File: config.mk
export PLATFORM = sky130hd
export DESIGN_NAME = id_decode_stage
export DESIGN_NICKNAME = d
export VERILOG_FILES = /design/src/rtl/id_pkg.sv /design/src/rtl/id_ctrl_dec.sv /design/src/rtl/imme.sv /design/src/rtl/id_decode_stage.sv
export SDC_FILE = /design/constraint.sdc
export NUM_CORES = 1
export LEC_CHECK = 0
export CELL_PAD_IN_SITES_DETAIL_PLACEMENT = 0
export CELL_PAD_IN_SITES_GLOBAL_PLACEMENT = 1
export CORE_MARGIN = 1.5
export CORE_UTILIZATION = 25
export DETAILED_ROUTE_END_ITERATION = 10
export GPL_TIMING_DRIVEN = 1
export PLACE_DENSITY = 0.55
export SYNTH_ARGS = -nofsm -noshare
export SYNTH_HDL_FRONTEND = slang
export SYNTH_SLANG_ARGS = --single-unit
File: constraint.sdc
create_clock -name clk -period 2.85 [get_ports clk]
set_input_delay 0.57 -clock clk [delete_from_list [all_inputs] [get_ports clk]]
set_output_delay 0.57 -clock clk [all_outputs]
set_load 0.02 [all_outputs]
File: src/rtl/id_pkg.sv
// id_pkg: shared encodings and the decoded-instruction record carried by the decode stage.
package id_pkg;
  localparam int XLEN = 64;
  localparam int ILEN = 32;
  typedef enum logic [1:0] {
    IMM_I  = 2'b00,
    IMM_SH = 2'b01,
    IMM_S  = 2'b10,
    IMM_U  = 2'b11
  } imm_type_e;
  localparam logic [6:0] OPC_OP_IMM   = 7'b0010011;
  localparam logic [6:0] OPC_OP_IMM32 = 7'b0011011;
  localparam logic [6:0] OPC_OP       = 7'b0110011;
  localparam logic [6:0] OPC_OP32     = 7'b0111011;
  localparam logic [6:0] OPC_LOAD     = 7'b0000011;
  localparam logic [6:0] OPC_STORE    = 7'b0100011;
  localparam logic [6:0] OPC_LUI      = 7'b0110111;
  typedef struct packed {
    logic [XLEN-1:0] pc;
    logic [4:0]      rs1;
    logic [4:0]      rs2;
    logic [4:0]      rd;
    logic [XLEN-1:0] imm;
    imm_type_e       imm_type;
    logic            use_imm;
    logic            reg_write;
    logic            mem_read;
    logic            mem_write;
    logic            word_op;
    logic            illegal;
  } dec_ctrl_t;
endpackage

File: src/rtl/id_ctrl_dec.sv
// id_ctrl_dec: combinational opcode decode; pc and imm are left zero for the caller to fill.
module id_ctrl_dec
  import id_pkg::*;
(
  input  logic [24:0] inst_i,
  output dec_ctrl_t   ctrl_o
);
  logic [2:0] funct3;
  logic       is_shift;
  assign funct3   = inst_i[14:12];
  assign is_shift = (funct3 == 3'b001) || (funct3 == 3'b101);
  always_comb begin
    ctrl_o     = '0;
    ctrl_o.rs1 = inst_i[19:15];
    ctrl_o.rs2 = inst_i[24:20];
    ctrl_o.rd  = inst_i[11:7];
    case (inst_i[6:0])
      OPC_OP_IMM, OPC_OP_IMM32: begin
        ctrl_o.imm_type  = is_shift ? IMM_SH : IMM_I;
        ctrl_o.use_imm   = 1'b1;
        ctrl_o.reg_write = 1'b1;
        ctrl_o.word_op   = inst_i[6:0] == OPC_OP_IMM32;
      end
      OPC_OP, OPC_OP32: begin
        ctrl_o.reg_write = 1'b1;
        ctrl_o.word_op   = inst_i[6:0] == OPC_OP32;
      end
      OPC_LOAD: begin
        ctrl_o.use_imm   = 1'b1;
        ctrl_o.reg_write = 1'b1;
        ctrl_o.mem_read  = 1'b1;
      end
      OPC_STORE: begin
        ctrl_o.imm_type  = IMM_S;
        ctrl_o.use_imm   = 1'b1;
        ctrl_o.mem_write = 1'b1;
      end
      OPC_LUI: begin
        ctrl_o.imm_type  = IMM_U;
        ctrl_o.use_imm   = 1'b1;
        ctrl_o.reg_write = 1'b1;
      end
      default: ctrl_o.illegal = 1'b1;
    endcase
  end
endmodule

File: src/rtl/imme.sv
// imme: immediate generator for the I, shift-amount, S and U formats.
module imme
  import id_pkg::*;
#(
  parameter int DATA_WIDTH   = 64,
  parameter int INST_WIDTH   = 32,
  parameter int IMM_TYPE_NUM = 4
) (
  input  logic [INST_WIDTH-1:7]           inst_i,
  input  logic [$clog2(IMM_TYPE_NUM)-1:0] sel_i,
  output logic [DATA_WIDTH-1:0]           imm_o
);
  logic [DATA_WIDTH-1:0] imm_i, imm_sh, imm_s, imm_u;
  assign imm_i  = {{(DATA_WIDTH-12){inst_i[31]}}, inst_i[31:20]};
  assign imm_sh = {{(DATA_WIDTH-6){1'b0}}, inst_i[25:20]};
  assign imm_s  = {{(DATA_WIDTH-12){inst_i[31]}}, inst_i[31:25], inst_i[11:7]};
  assign imm_u  = {{(DATA_WIDTH-32){inst_i[31]}}, inst_i[31:12], 12'b0};
  always_comb begin
    imm_o = sel_i == IMM_SH ? imm_sh :
            sel_i == IMM_S  ? imm_s  :
            sel_i == IMM_U  ? imm_u  : imm_i;
  end
endmodule

File: src/rtl/id_decode_stage.sv
// id_decode_stage: registered decode stage with an output register and a one-entry skid buffer.
module id_decode_stage
  import id_pkg::*;
#(
  parameter int DATA_WIDTH   = XLEN,
  parameter int INST_WIDTH   = ILEN,
  parameter int IMM_TYPE_NUM = 4
) (
  input  logic                  clk,
  input  logic                  rst,
  input  logic                  flush,
  input  logic                  in_valid,
  output logic                  in_ready,
  input  logic [INST_WIDTH-1:0] in_inst,
  input  logic [DATA_WIDTH-1:0] in_pc,
  output logic                  out_valid,
  input  logic                  out_ready,
  output logic [DATA_WIDTH-1:0] out_pc,
  output logic [4:0]            out_rs1,
  output logic [4:0]            out_rs2,
  output logic [4:0]            out_rd,
  output logic [DATA_WIDTH-1:0] out_imm,
  output logic [1:0]            out_imm_type,
  output logic                  out_use_imm,
  output logic                  out_reg_write,
  output logic                  out_mem_read,
  output logic                  out_mem_write,
  output logic                  out_word_op,
  output logic                  out_illegal
);
  dec_ctrl_t             ctrl, dec, o_q, o_d, s_q, s_d;
  logic                  o_valid_q, o_valid_d, s_valid_q, s_valid_d;
  logic                  acc, o_free;
  logic [DATA_WIDTH-1:0] imm;
  id_ctrl_dec u_dec (
    .inst_i(in_inst[24:0]),
    .ctrl_o(ctrl)
  );
  imme #(
    .DATA_WIDTH  (DATA_WIDTH),
    .INST_WIDTH  (INST_WIDTH),
    .IMM_TYPE_NUM(IMM_TYPE_NUM)
  ) u_imme (
    .inst_i(in_inst[INST_WIDTH-1:7]),
    .sel_i (ctrl.imm_type),
    .imm_o (imm)
  );
  always_comb begin
    dec     = ctrl;
    dec.pc  = in_pc;
    dec.imm = imm;
  end
  // O is free when empty or draining; S only fills while O is stalled.
  always_comb begin
    acc       = in_valid && !s_valid_q;
    o_free    = !o_valid_q || out_ready;
    o_valid_d = flush ? 1'b0 : o_free ? (s_valid_q || acc) : 1'b1;
    s_valid_d = flush ? 1'b0 : o_free ? 1'b0 : (s_valid_q || acc);
    o_d       = o_free && s_valid_q ? s_q : o_free && acc ? dec : o_q;
    s_d       = !o_free && acc ? dec : s_q;
  end
  always_ff @(posedge clk) begin
    if (rst) begin
      o_valid_q <= 1'b0;
      s_valid_q <= 1'b0;
      o_q       <= '0;
      s_q       <= '0;
    end else begin
      o_valid_q <= o_valid_d;
      s_valid_q <= s_valid_d;
      o_q       <= o_d;
      s_q       <= s_d;
    end
  end
  assign in_ready      = !s_valid_q;
  assign out_valid     = o_valid_q;
  assign out_pc        = o_q.pc;
  assign out_rs1       = o_q.rs1;
  assign out_rs2       = o_q.rs2;
  assign out_rd        = o_q.rd;
  assign out_imm       = o_q.imm;
  assign out_imm_type  = o_q.imm_type;
  assign out_use_imm   = o_q.use_imm;
  assign out_reg_write = o_q.reg_write;
  assign out_mem_read  = o_q.mem_read;
  assign out_mem_write = o_q.mem_write;
  assign out_word_op   = o_q.word_op;
  assign out_illegal   = o_q.illegal;
endmodule

# Word level (Yosys, flattened, before mapping)
# Cells that the tools add are included.
[word_totals] ff_bits=304 inputBits=101 out_inout_bits=153 elab_cells=70
[classes] eq_ne=12 mux=14 n_reduce_logical=18
[ops] op="2-to-1 mux 151 bit" n=2
[ops] op="2-to-1 mux 64 bit" n=1
[ops] op="2-to-1 mux 31 bit" n=2
[ops] op="equality test 7 x 6 -> 1 bit, second input constant" n=4
[ops] op="equality test 7 x 5 -> 1 bit, second input constant" n=2
[ops] op="equality test 7 x 2 -> 1 bit, second input constant" n=1
[ops] op="2-to-1 mux 1 bit" n=7
[ops] op="OR reduction 7 bit" n=1
[ops] op="case mux 2 bit (3 select lines)" n=1
[ops] op="OR reduction 2 bit" n=3
[ops] op="OR reduction 6 bit" n=1
[ops] op="OR reduction 5 bit" n=1
[ops] op="equality test 2 bit, second input constant" n=2
[ops] op="logical AND 1 bit" n=4
[ops] op="equality test 3 x 1 -> 1 bit, second input constant" n=1
[ops] op="equality test 3 bit, second input constant" n=1
[ops] op="logical NOT 1 bit" n=3
[ops] op="logical OR 1 bit" n=3
[ops] op="OR reduction 3 bit" n=1
[ops] op="equality test 2 x 1 -> 1 bit, second input constant" n=1
[ops] op="case mux 1 bit (2 select lines)" n=1
[ops] op="nonzero test 2 bit" n=1

# Logic depth before layout (Yosys ltp)
# Gate-level depths: netlist (run 1).
[depth] depth_word=10 depth_mapped=8 depth_no_buf=4

# Hierarchy
# From an unflattened synthesis (run 1), not the netlist that was laid out.
[unflattened] hier_cells=1742 area_unflattened_um2=13763.2
[modules_own_cells] mod="id_decode_stage" n_inst=1 cells_each=1505 area_per_inst_um2=12017.8 seq_area_each_um2=6085.8
[modules_own_cells] mod="id_ctrl_dec" n_inst=1 cells_each=166 area_per_inst_um2=1226.2 seq_area_each_um2=0.0
[modules_own_cells] mod="imme" n_inst=1 cells_each=71 area_per_inst_um2=519.2 seq_area_each_um2=0.0

# Worst setup path before layout (run 1)
# No wires, ideal clock.
[synth_path] kind="input to register" start="input in_inst[13]" end="register o_q, in the netlist out_imm[13]" setup_ns=0.119 arrival_time_ns=1.807 required_time_ns=2.731 path_slack_ns=0.924 cell_stages=5 n_path_buf=1 cell_sequence="or4b_4 -> a21o_4 -> buf_6 -> a221oi_2 -> o21ai_1"
[synth_between] elab_chain_len=10 word_cells_on_any_way=13 classes_between="eq/ne (5); mux (7); reduce/logical (1)"
[synth_rtl] item="start: declaration" line="id_decode_stage.sv:14" rtl="input logic [INST_WIDTH-1:0] in_inst,"
[synth_rtl] item="equality test 3 x 1 -> 1 bit or equality test 3 bit (tied branches)" line="id_ctrl_dec.sv:11" rtl="assign is_shift = (funct3 == 3'b001) || (funct3 == 3'b101);"
[synth_rtl] item="logical OR 1 bit" line="id_ctrl_dec.sv:11"
[synth_rtl] item="2-to-1 mux 1 bit" line="id_ctrl_dec.sv:19" rtl="ctrl_o.imm_type = is_shift ? IMM_SH : IMM_I;"
[synth_rtl] item="case mux 2 bit (3 select lines)" line="id_ctrl_dec.sv:17" rtl="case (inst_i[6:0])"
[synth_rtl] item="equality test 2 bit" line="imme.sv:21" rtl="sel_i == IMM_U ? imm_u : imm_i;"
[synth_rtl] item="2-to-1 mux 31 bit" line="imme.sv:21"
[synth_rtl] item="2-to-1 mux 31 bit" line="imme.sv:20" rtl="sel_i == IMM_S ? imm_s :"
[synth_rtl] item="2-to-1 mux 64 bit *" line="imme.sv:19" rtl="imm_o = sel_i == IMM_SH ? imm_sh :"
[synth_rtl] item="2-to-1 mux 151 bit * (2 in series)" line="id_decode_stage.sv:59" rtl="o_d = o_free && s_valid_q ? s_q : o_free && acc ? dec : o_q;"
[synth_rtl] item="end signal: assignment" line="id_decode_stage.sv:66" rtl="o_q <= '0;"
[synth_rtl] item="end signal: assignment" line="id_decode_stage.sv:71" rtl="o_q <= o_d;"
[synth_rtl] item="end: declaration" line="id_decode_stage.sv:31" rtl="dec_ctrl_t ctrl, dec, o_q, o_d, s_q, s_d;"
# Mark *: on every way between the ends. The rest lies on a longest branch, timed or not. The select of a mux whose other input is x is not followed.
# A chain may end at the register's enable or synchronous reset.

# Worst setup path in the final report (run 1)
[layout_path] start="register s_valid_q" end="output in_ready"
[layout_between] elab_chain_len=1
[layout_rtl] item="start: declaration" line="id_decode_stage.sv:32" rtl="logic o_valid_q, o_valid_d, s_valid_q, s_valid_d;"
[layout_rtl] item="start signal: assignment" line="id_decode_stage.sv:70" rtl="s_valid_q <= s_valid_d;"
[layout_rtl] item="logical NOT 1 bit" line="id_decode_stage.sv:75" rtl="assign in_ready = !s_valid_q;"
[layout_rtl] item="end: declaration" line="id_decode_stage.sv:13" rtl="output logic in_ready,"
# No other way between the ends.

==> out/qor.txt, run 1 <==
Synth Area per Inst: 8.31 µm²
Die footprint: 40700 µm²
Dpl hpwl: 21.2 mm
Xor and xnor area share after synthesis: 0%
TritonCTS Sinks: 240
Area Growth Syn to Fin: 39.5%
# hold bufs at CTS: 0
Vias in the first global route: 9177
Detailed Route WL: 34.6 mm
Mux share of post-synthesis cell area: 0.101%
Vias post-DR: 9264
Initial Util: 25.4%
GRT Residual Overflow: 0
Simple-Gate Fraction of Synth Area: 16.5%
Post-CTS Resized: 0
Die Ht: 202 µm
Synth Area in Adders: 0%
RSZ-0062 raised after global routing: no
Worst Path Arrival: 1.84 ns
Leak: 4.46 nW
Syn nets: 1289
I/O Buffers: 253
GRT Overall Usage: 16.5%
H-tree depth: 1
I/O pin cnt: 254
Clock buffer count from CTS: 29
Peak supply drop: 0.425 mV
Synth async-reset ratio: 0%
CP Max Fanout: 10
Setup crit end kind: output port
Clock skew: 0.0295 ns
Root Buffer Master: clkbuf_16
Power Dens Cells: 616 nW/µm²
Postcts setup bufs: 0
Final worst slack: 0.443 ns
Top FF cell, synth: dfxtp_1
Wire per inst: 18.2 µm
Final Cycle Share: 84.5%
DP Worst Slack: 0.0795 ns
First-pass iteration count of the detailed router: 5
Post-synth EDFFs: 0
Synth unique cells: 47
FP Rows: 72
Ranking of synthesized cells by area: dfxtp_1 (49%), nand2_1 (12%), a21oi_1 (9.6%)
R2r worst-path depth: 6
Fmax: 415 MHz
Vias per inst: 4.87
CP required: 2.28 ns
Worst-Margin Slew: 0.601 ns
First-pass GRT wire length: 54.2 mm
Placer congestion estimate: 0.725
Synth Area in Compound Gates: 27.3%
#FFs+latches synth: 240
Shortest period the worst path allows: 2.41 ns
Share of the synthesized area in the top cell type: 48.7%
Synth warnings: 0
Largest family of logic cells by synthesized area: compound AO/OA/AOI/OAI gates
Hold crit path type: in2reg
Clock slew at reported path FFs: 0.06 ns
Clock Path Buffers: 3
Outcome: finished clean
Final setup vio count: 0
Sequential share of the synthesized area: 48.7%
Setup TNS: 0 ns
Post-synthesis cell count: 1188
Final ANT Viol Nets: 0
Ant. Diodes: 0
CP Class: reg2out
CTS tree: done
Count of pins over their slew limit: 0
Largest net degree at the start of global routing: 92
Synthesized cell area: 9870 µm²
Clock Latency Late Sink: 0.56 ns
Layout cells sized above 1: 8.39%
Core ar.: 38800 µm²
Max-Cap Viols: 0
Yosys top cell by area: dfxtp_1
Hold Path Stages: 2
DRC Markers: 0
Slew HR: 59.9%
Die width: 202 µm
DR iter-0 viols: 412
NumNets Final: 1461
Startpoint types: flop
Fin. Hold Viols: 0
Antenna violations before repair: 3
-- worst max-delay path: stages, from the launching register on --
cell and delay [ns]:
dfxtp_1 0.60, inv_4 0.12, clkdlybuf4s50_1 0.57
-- cell type report --
| cell class | instances | area [µm²] |
|---|---|---|
| clock buffers | 42 | 845 |
| inverters | 2 | 10.0 |
| fillers | 4006 | 25100 |
| flip-flops and latches | 240 | 4800 |
| clock inverters | 12 | 144 |
| well taps | 518 | 648 |
| repair buffers | 288 | 2920 |
| multi-input cells | 799 | 4390 |
-- through the flow --
stage / util (%) / hold slack, ns / instance area (µm²) / power (mW) / instances
after floorplan: - / 0.432 / 9870 / 4.18 / 1188
after global placement: 32.9 / 0.439 / 12800 / 4.75 / 1847
after detailed placement: 32.9 / 0.444 / 12800 / 4.75 / 1847
after CTS: 35.5 / 0.421 / 13800 / 8.64 / 1901
after global routing: 35.5 / 0.440 / 13800 / 8.85 / 1901
final: 35.5 / 0.428 / 13800 / 8.48 / 1901
-- cell usage after synthesis, types with 3 or more instances --
library cell,number
nand3_1,14
a221oi_2,18
nand4b_1,6
buf_2,27
buf_4,33
buf_1,5
a21oi_1,189
a211oi_1,31
o21a_1,3
nor2b_1,3
o221ai_1,83
a21o_1,5
dfxtp_1,240
nor2_1,39
a221oi_1,11
nand2b_1,3
o21ai_1,20
o21ai_0,31
nand2_1,309
clkbuf_1,80
a311oi_1,4
or3_1,4
-- worst paths after layout --
check                                   end  slack (ns)         from
worst max-delay path               in_ready        0.44    s_valid_q
worst min-delay path                s_q[70]        0.43          rst
worst max register to register       s_q[2]        0.77    s_valid_q
worst min register to register  out_imm[27]        0.45  out_imm[27]
-- sequential cells by signal, summed over array words and instances (netlist names) --
| register | cells |
|---|---|
| out_illegal | 1 |
| out_imm | 32 |
| out_imm_type | 2 |
| out_mem_read | 1 |
| out_mem_write | 1 |
| out_pc | 64 |
| out_rd | 5 |
| out_reg_write | 1 |
| out_rs1 | 5 |
| out_rs2 | 5 |
| out_use_imm | 1 |
| out_valid | 1 |
| out_word_op | 1 |
| s_q | 119 |
| s_valid_q | 1 |
-- where the power goes --
group	leakage [nW]	internal, mW	switching [mW]
clock	0.485	2.32	1.50
sequential	1.96	3.48	0.0706
combinational	2.01	0.511	0.599
total	4.46	6.31	2.17
-- cell usage in the layout (no fill, tap or decap), types with 6 or more instances in the layout --
master / count
nand3_1: 14
dfxtp_1: 240
buf_12: 10
a21oi_1: 187
clkdlybuf4s50_1: 252
a221oi_2: 18
nor2_1: 36
a221oi_1: 11
o21ai_1: 20
nand2_1: 308
clkbuf_1: 6
clkbuf_8: 7
buf_4: 25
clkinv_2: 6
o221ai_1: 83
a211oi_1: 31
clkbuf_16: 29
nand4b_1: 6
o21ai_0: 31
-- routing by layer --
metal	up-vias	wire length, µm	track usage (%)
li1	4550	-	-
met1	4412	15800	22.0
met5	-	43	0
met4	6	676	4.05
met2	246	15700	26.5
met3	50	2350	4.34
-- logic make-up (layout without fill, tap and decap cells) --
group | Yosys count | in the layout
AOI/OAI and AO/OA | 403 | 403
and+or+nand+nor | 395 | 395
DFF | 240 | 240
buffers and inverters | 149 | 344
muxes | 1 | 1
No activity file was read; power rests on OpenSTA's default activity.
==> run 2: changes to the inputs <==
==> constraint.sdc (replaced) <==
create_clock -name clk -period 2.31 [get_ports clk]
set_input_delay 0.462 -clock clk [delete_from_list [all_inputs] [get_ports clk]]
set_output_delay 0.462 -clock clk [all_outputs]
set_load 0.02 [all_outputs]
==> out/qor.txt, run 2 (synthesis results as in run 1) <==
Outcome: finished clean (unchanged)
Slowest stage delay, CP: 0.67 ns (was 0.60 ns)
Clock Path Buffers: 3 (unchanged)
Grt met2 use: 26.1% (was 26.5%)
Critical path buffers and inverters: 1 (was 2)
Core ar.: 38800 µm² (unchanged)
Filler Cell Count: 3958 (was 4006)
Placed Cells: 1876 (was 1847)
Initial Util: 25.4% (unchanged)
Die width: 202 µm (unchanged)
CP Class: reg2out (unchanged)
I/O pin cnt: 254 (unchanged)
Hold Path Stages: 2 (unchanged)
Cell Int Power: 7.99 mW (was 6.31 mW)
CTS tree: done (unchanged)
Final Cycle Share: 91.3%
Count of pins over their slew limit: 0 (unchanged)
Reg-to-Reg Start: out_valid (was s_valid_q)
Antenna violations before repair: 2 (was 3)
GRT Overall Usage: 16.5% (about the same)
CP Max Fanout: 4 (was 10)
Vias post-DR: 9451 (was 9264)
Fin. Hold Viols: 0 (unchanged)
Switching pwr: 2.70 mW (was 2.17 mW)
Finished Cell Area: 14300 µm² (was 13800 µm²)
FP Rows: 72 (unchanged)
HP Start: rst (unchanged)
Die Ht: 202 µm (unchanged)
# hold bufs at CTS: 0 (unchanged)
Switching Fraction: 25.2% (was 25.6%)
Most common cell after layout, fill and taps aside: nand2_1 (unchanged)
Comb power frac: 13.0% (was 13.1%)
Multi-input gate area: 4390 µm² (unchanged)
Die footprint: 40700 µm² (unchanged)
GR Util met1: 22.5% (was 22.0%)
CP top delay family: buffers and inverters (unchanged)
DR iter-0 viols: 449 (was 412)
DRC Markers: 0 (unchanged)
CP required: 1.85 ns (was 2.28 ns)
Max FFs per register: 119 (unchanged)
Postcts setup bufs: 0 (unchanged)
GR met3 Demand/Resource: 4.34% (unchanged)
Worst hold endpoint: s_q[18] (was s_q[70])
TritonCTS Sinks: 240 (unchanged)
Clk pwr share: 45.9% (was 45.0%)
Setup TNS: 0 ns (unchanged)
Startpoint types: flop (unchanged)
Vias in the first global route: 9198 (was 9177)
Ant. Diodes: 0 (unchanged)
Wire per inst: 18.0 µm (was 18.2 µm)
Detailed Route WL: 34.7 mm (was 34.6 mm)
Worst Path Arrival: 1.65 ns (was 1.84 ns)
Root Buffer Master: clkbuf_16 (unchanged)
Cell Count, Final, Fillers Out: 1929 (was 1901)
Clock slew at reported path FFs: 0.06 ns (about the same)
Final setup vio count: 0 (unchanged)
Setup crit end kind: output port (unchanged)
Sequential share of power: 41.0% (was 41.9%)
NumNets Final: 1490 (was 1461)
Dpl hpwl: 22.5 mm (was 21.2 mm)
Final hold slack: 0.272 ns (was 0.428 ns)
Area Growth Syn to Fin: 44.5% (was 39.5%)
R2r worst-path depth: 6 (unchanged)
Layout cells sized above 1: 10.3% (was 8.39%)
Largest net degree at the start of global routing: 78 (was 92)
Most frequent cells in the layout: nand2_1 (308), dfxtp_1 (239), clkdlybuf4s50_1 (218), a21oi_1 (187), o221ai_1 (83) (was nand2_1 (308), clkdlybuf4s50_1 (252), dfxtp_1 (240), a21oi_1 (187), o221ai_1 (83))
Final worst slack: 0.200 ns (was 0.443 ns)
CP max-delay cell: clkdlybuf4s50_1 (was dfxtp_1)
I/O Buffers: 253 (unchanged)
Most crowded layer after global routing: met2 (unchanged)
GRT Residual Overflow: 0 (unchanged)
Leak: 5.05 nW (was 4.46 nW)
CP cell instances: clkdlybuf4s50_1 (was inv_4 > clkdlybuf4s50_1)
RSZ-0062 raised after global routing: no (unchanged)
Clock Latency Late Sink: 0.55 ns (was 0.56 ns)
Final ANT Viol Nets: 0 (unchanged)
Slew HR: 65.4% (was 59.9%)
DP Worst Slack: -0.0810 ns (was 0.0795 ns)
Placer congestion estimate: 0.721 (was 0.725)
Power Dens Cells: 749 nW/µm² (was 616 nW/µm²)
Shortest period the worst path allows: 2.11 ns
Clock skew: 0.0113 ns (was 0.0295 ns)
R2r setup slk: 0.61 ns (was 0.77 ns)
Critical R2R Capture: s_q[36] (was s_q[2])
Top reg by flops: s_q (unchanged)
Worst-Margin Slew: 0.519 ns (was 0.601 ns)
Vias per inst: 4.90 (was 4.87)
H-tree depth: 1 (unchanged)
Clock buffer count from CTS: 29 (unchanged)
Fmax: 474 MHz
First-pass iteration count of the detailed router: 4 (was 5)
Hold crit path type: in2reg (unchanged)
First-pass GRT wire length: 54.2 mm (about the same)
Placement Cell Area: 13200 µm² (was 12800 µm²)
Max-Cap Viols: 0 (unchanged)
Peak supply drop: 0.534 mV (was 0.425 mV)
Register area: 4810 µm² (was 4800 µm²)
-- run 2: through the flow --
stage / power, mW / util, %
floorplan: 5.15 / -
global placement: 5.90 / 34.0
detailed placement: 5.90 / 34.0
CTS: 10.9 / 36.6
global route: 11.1 / 36.7
finish: 10.7 / 36.7
-- run 2: how the worst max path moves through the flow --
| stage | startpoint | endpoint | slack (ns) | depth (start not counted) |
|---|---|---|---|---|
| finish | out_valid | out_valid | 0.20 | 1 |
| detailed placement | in_inst[13] | out_imm[28] | -0.08 | 6 |
| global route | out_valid | out_valid | 0.16 | 1 |
| global placement | in_inst[13] | out_imm[25] | -0.04 | 6 |
| CTS | out_imm[62] | out_imm[63] | 0.002 | 2 |
| floorplan | in_inst[13] | out_imm[13] | 0.49 | 5 |
-- run 2: final cells by class --
type                    count  area share [%]
flip-flops and latches    240            33.7
multi-input cells         799            30.8
clock buffers              40            5.80
repair buffers            317            23.7
inverters                   2          0.0877
clock inverters            13            1.38
well taps                 518            4.54
-- run 2: what timing repair did --
action	CTS	global route
cloned	0	0
setup endpoints to repair	34	23
gates resized for setup	13	23
-- run 2: per-layer routing --
metal / up-vias / routed length [µm]
li1: 4610 / -
met1: 4528 / 16100
met2: 258 / 15500
met3: 51 / 2230
met4: 4 / 804
met5: - / 25
-- run 2: power by group through the flow --
| stage | clock [mW] | sequential (mW) | combinational, mW |
|---|---|---|---|
| 2_1_floorplan | 0 | 4.62 | 0.532 |
| 3_3_place_gp | 0 | 4.48 | 1.43 |
| 3_5_place_dp | 0 | 4.48 | 1.43 |
| 4_1_cts | 5.08 | 4.39 | 1.42 |
| 5_1_grt | 5.24 | 4.41 | 1.50 |
| 6_report | 4.91 | 4.39 | 1.39 |
==> run 3: changes to the inputs <==
==> constraint.sdc (replaced) <==
create_clock -name clk -period 2.2 [get_ports clk]
set_input_delay 0.44 -clock clk [delete_from_list [all_inputs] [get_ports clk]]
set_output_delay 0.44 -clock clk [all_outputs]
set_load 0.02 [all_outputs]
==> out/qor.txt, run 3 (synthesis results as in run 1) <==
I/O pin cnt: 254 (unchanged)
Comb power frac: 14.0% (was 13.0%)
CTS tree: done (unchanged)
Finished Cell Area: 14200 µm² (was 14300 µm²)
Top reg by flops: s_q (unchanged)
Clock skew: 0.0201 ns (was 0.0113 ns)
Wire per inst: 18.0 µm (about the same)
Clock Path Buffers: 3 (unchanged)
CP Class: reg2out (unchanged)
Worst Path Arrival: 1.64 ns (was 1.65 ns)
H-tree depth: 1 (unchanged)
First-pass GRT wire length: 55.3 mm (was 54.2 mm)
TritonCTS Sinks: 240 (unchanged)
Vias per inst: 4.81 (was 4.90)
Max FFs per register: 119 (unchanged)
Most frequent cells in the layout: nand2_1 (308), dfxtp_1 (239), clkdlybuf4s50_1 (218), a21oi_1 (187), o221ai_1 (83) (unchanged)
DRC Markers: 0 (unchanged)
First-pass iteration count of the detailed router: 4 (unchanged)
Vias in the first global route: 9321 (was 9198)
Antenna violations before repair: 2 (unchanged)
Placer congestion estimate: 0.750 (was 0.721)
Ant. Diodes: 0 (unchanged)
CP required: 1.76 ns (was 1.85 ns)
Cell Int Power: 7.85 mW (was 7.99 mW)
Power Dens Cells: 747 nW/µm² (was 749 nW/µm²)
Cell Count, Final, Fillers Out: 1941 (was 1929)
Largest net degree at the start of global routing: 78 (unchanged)
Final core area utilization: 36.7% (about the same)
Leak: 4.82 nW (was 5.05 nW)
Die footprint: 40700 µm² (unchanged)
Critical Path End: out_valid (unchanged)
Detailed Route WL: 35.0 mm (was 34.7 mm)
I/O Buffers: 253 (unchanged)
DR iter-0 viols: 519 (was 449)
NumNets Final: 1505 (was 1490)
Fin. Hold Viols: 0 (unchanged)
Worst-Margin Slew: 0.521 ns (was 0.519 ns)
Clock slew at reported path FFs: 0.06 ns (about the same)
FP Rows: 72 (unchanged)
CP Max Fanout: 4 (unchanged)
Critical R2R Capture: s_q[150] (was s_q[36])
Peak supply drop: 0.496 mV (was 0.534 mV)
# hold bufs at CTS: 0 (unchanged)
Placed Cells: 1891 (was 1876)
RSZ-0062 raised after global routing: no (unchanged)
Setup crit end kind: output port (unchanged)
Slew HR: 65.2% (was 65.4%)
Clock buffer count from CTS: 29 (unchanged)
Clock Latency Late Sink: 0.57 ns (was 0.55 ns)
Outcome: finished clean (unchanged)
Critical path buffers and inverters: 1 (unchanged)
GRT Overall Usage: 17.0% (was 16.5%)
Slowest stage delay, CP: 0.67 ns (about the same)
Vias post-DR: 9344 (was 9451)
Shortest period the worst path allows: 2.08 ns
Switching Fraction: 26.2% (was 25.2%)
CP top delay family: buffers and inverters (unchanged)
Reg-to-Reg Start: out_valid (unchanged)
Placement Cell Area: 13400 µm² (was 13200 µm²)
R2r worst-path depth: 7 (was 6)
Core ar.: 38800 µm² (unchanged)
Area Growth Syn to Fin: 44.2% (was 44.5%)
GRT Residual Overflow: 0 (unchanged)
Die Ht: 202 µm (unchanged)
Worst setup startpoint: out_valid (unchanged)
Dpl hpwl: 23.0 mm (was 22.5 mm)
CP cell instances: clkdlybuf4s50_1 (unchanged)
Setup TNS: 0 ns (unchanged)
Count of pins over their slew limit: 0 (unchanged)
Root Buffer Master: clkbuf_16 (unchanged)
Initial Util: 25.4% (unchanged)
Number of cells on the critical path: 1 (unchanged)
Clk pwr share: 42.7% (was 45.9%)
Final Cycle Share: 94.6%
Fmax: 481 MHz
Max-Cap Viols: 0 (unchanged)
CP max-delay cell: clkdlybuf4s50_1 (unchanged)
Final ANT Viol Nets: 0 (unchanged)
Startpoint types: flop (unchanged)
Die width: 202 µm (unchanged)
Switching pwr: 2.79 mW (was 2.70 mW)
Layout cells sized above 1: 10.6% (was 10.3%)
Sequential share of power: 43.3% (was 41.0%)
Final setup vio count: 0 (unchanged)
Most common cell after layout, fill and taps aside: nand2_1 (unchanged)
Hold crit path type: in2reg (unchanged)
R2r setup slk: 0.53 ns (was 0.61 ns)
==> run 3: cell types whose count changed in the layout (fill, tap and decap cells not counted), sizes merged <==
cell / change
clkinv: -2
dlymetal6s2s: -23
dlygate4sd2: +23
clkbuf: +4
clkinvlp: -1
bufinv: -4
buf: +15
==> run 3: power groups by stage <==
stage | registers (mW) | clock network (mW) | logic [mW]
floorplan | 4.85 | 0 | 0.559
global placement | 4.70 | 0 | 1.54
detailed placement | 4.70 | 0 | 1.54
CTS | 4.61 | 4.71 | 1.51
global route | 4.62 | 4.90 | 1.60
finish | 4.60 | 4.54 | 1.49
==> run 3: per-layer routing <==
metal	up-vias	share of wire [%]	global-route usage, %
met4	4	2.0	3.84
met3	44	6.4	4.86
li1	4640	-	-
met2	236	44	26.6
met1	4420	47	23.0
met5	-	0.074	0
==> run 3: how the worst min path moves through the flow <==
stage                           from         end  depth (start not counted)
after floorplan               s_q[6]      s_q[6]                          2
after global placement    out_pc[54]  out_pc[54]                          2
after detailed placement   out_rd[2]   out_rd[2]                          2
after CTS                        rst     s_q[70]                          2
after global routing             rst     s_q[16]                          2
final                            rst     s_q[70]                          2
==> run 3: repair_timing <==
| item | 4_1_cts | 5_1_grt |
|---|---|---|
| endpoints found under the setup margin | 34 | 0 |
| setup buffers | 0 | 0 |
| gates resized for setup | 35 | 0 |
| hold endpoints to repair | 0 | 0 |
==> run 3: stage by stage <==
step	hold WS, ns	setup slack [ns]	total power [mW]
after global routing	0.286	0.0562	11.1
after CTS	0.253	0.0830	10.8
after floorplan	0.432	0.404	5.41
final	0.281	0.119	10.6
after detailed placement	0.442	-0.160	6.23
after global placement	0.439	-0.142	6.24
==> run 3: worst reg2reg max path: cells and delay by family (launching register included) <==
family,cells,cell delay [ns]
buffers and inverters,3,0.60
AND/OR/NAND/NOR,3,0.47
flip-flops,1,0.42
AO/OA/AOI/OAI,1,0.13
==> run 3: final cells by class <==
| class | count | area, µm² |
|---|---|---|
| clock inverter | 6 | 58.8 |
| inverter | 2 | 10.0 |
| tap | 518 | 648 |
| timing repair buffer | 332 | 3510 |
| clock buffer | 44 | 812 |
| multi-input combinational | 799 | 4390 |
| sequential | 240 | 4810 |
| fill | 4062 | 24600 |
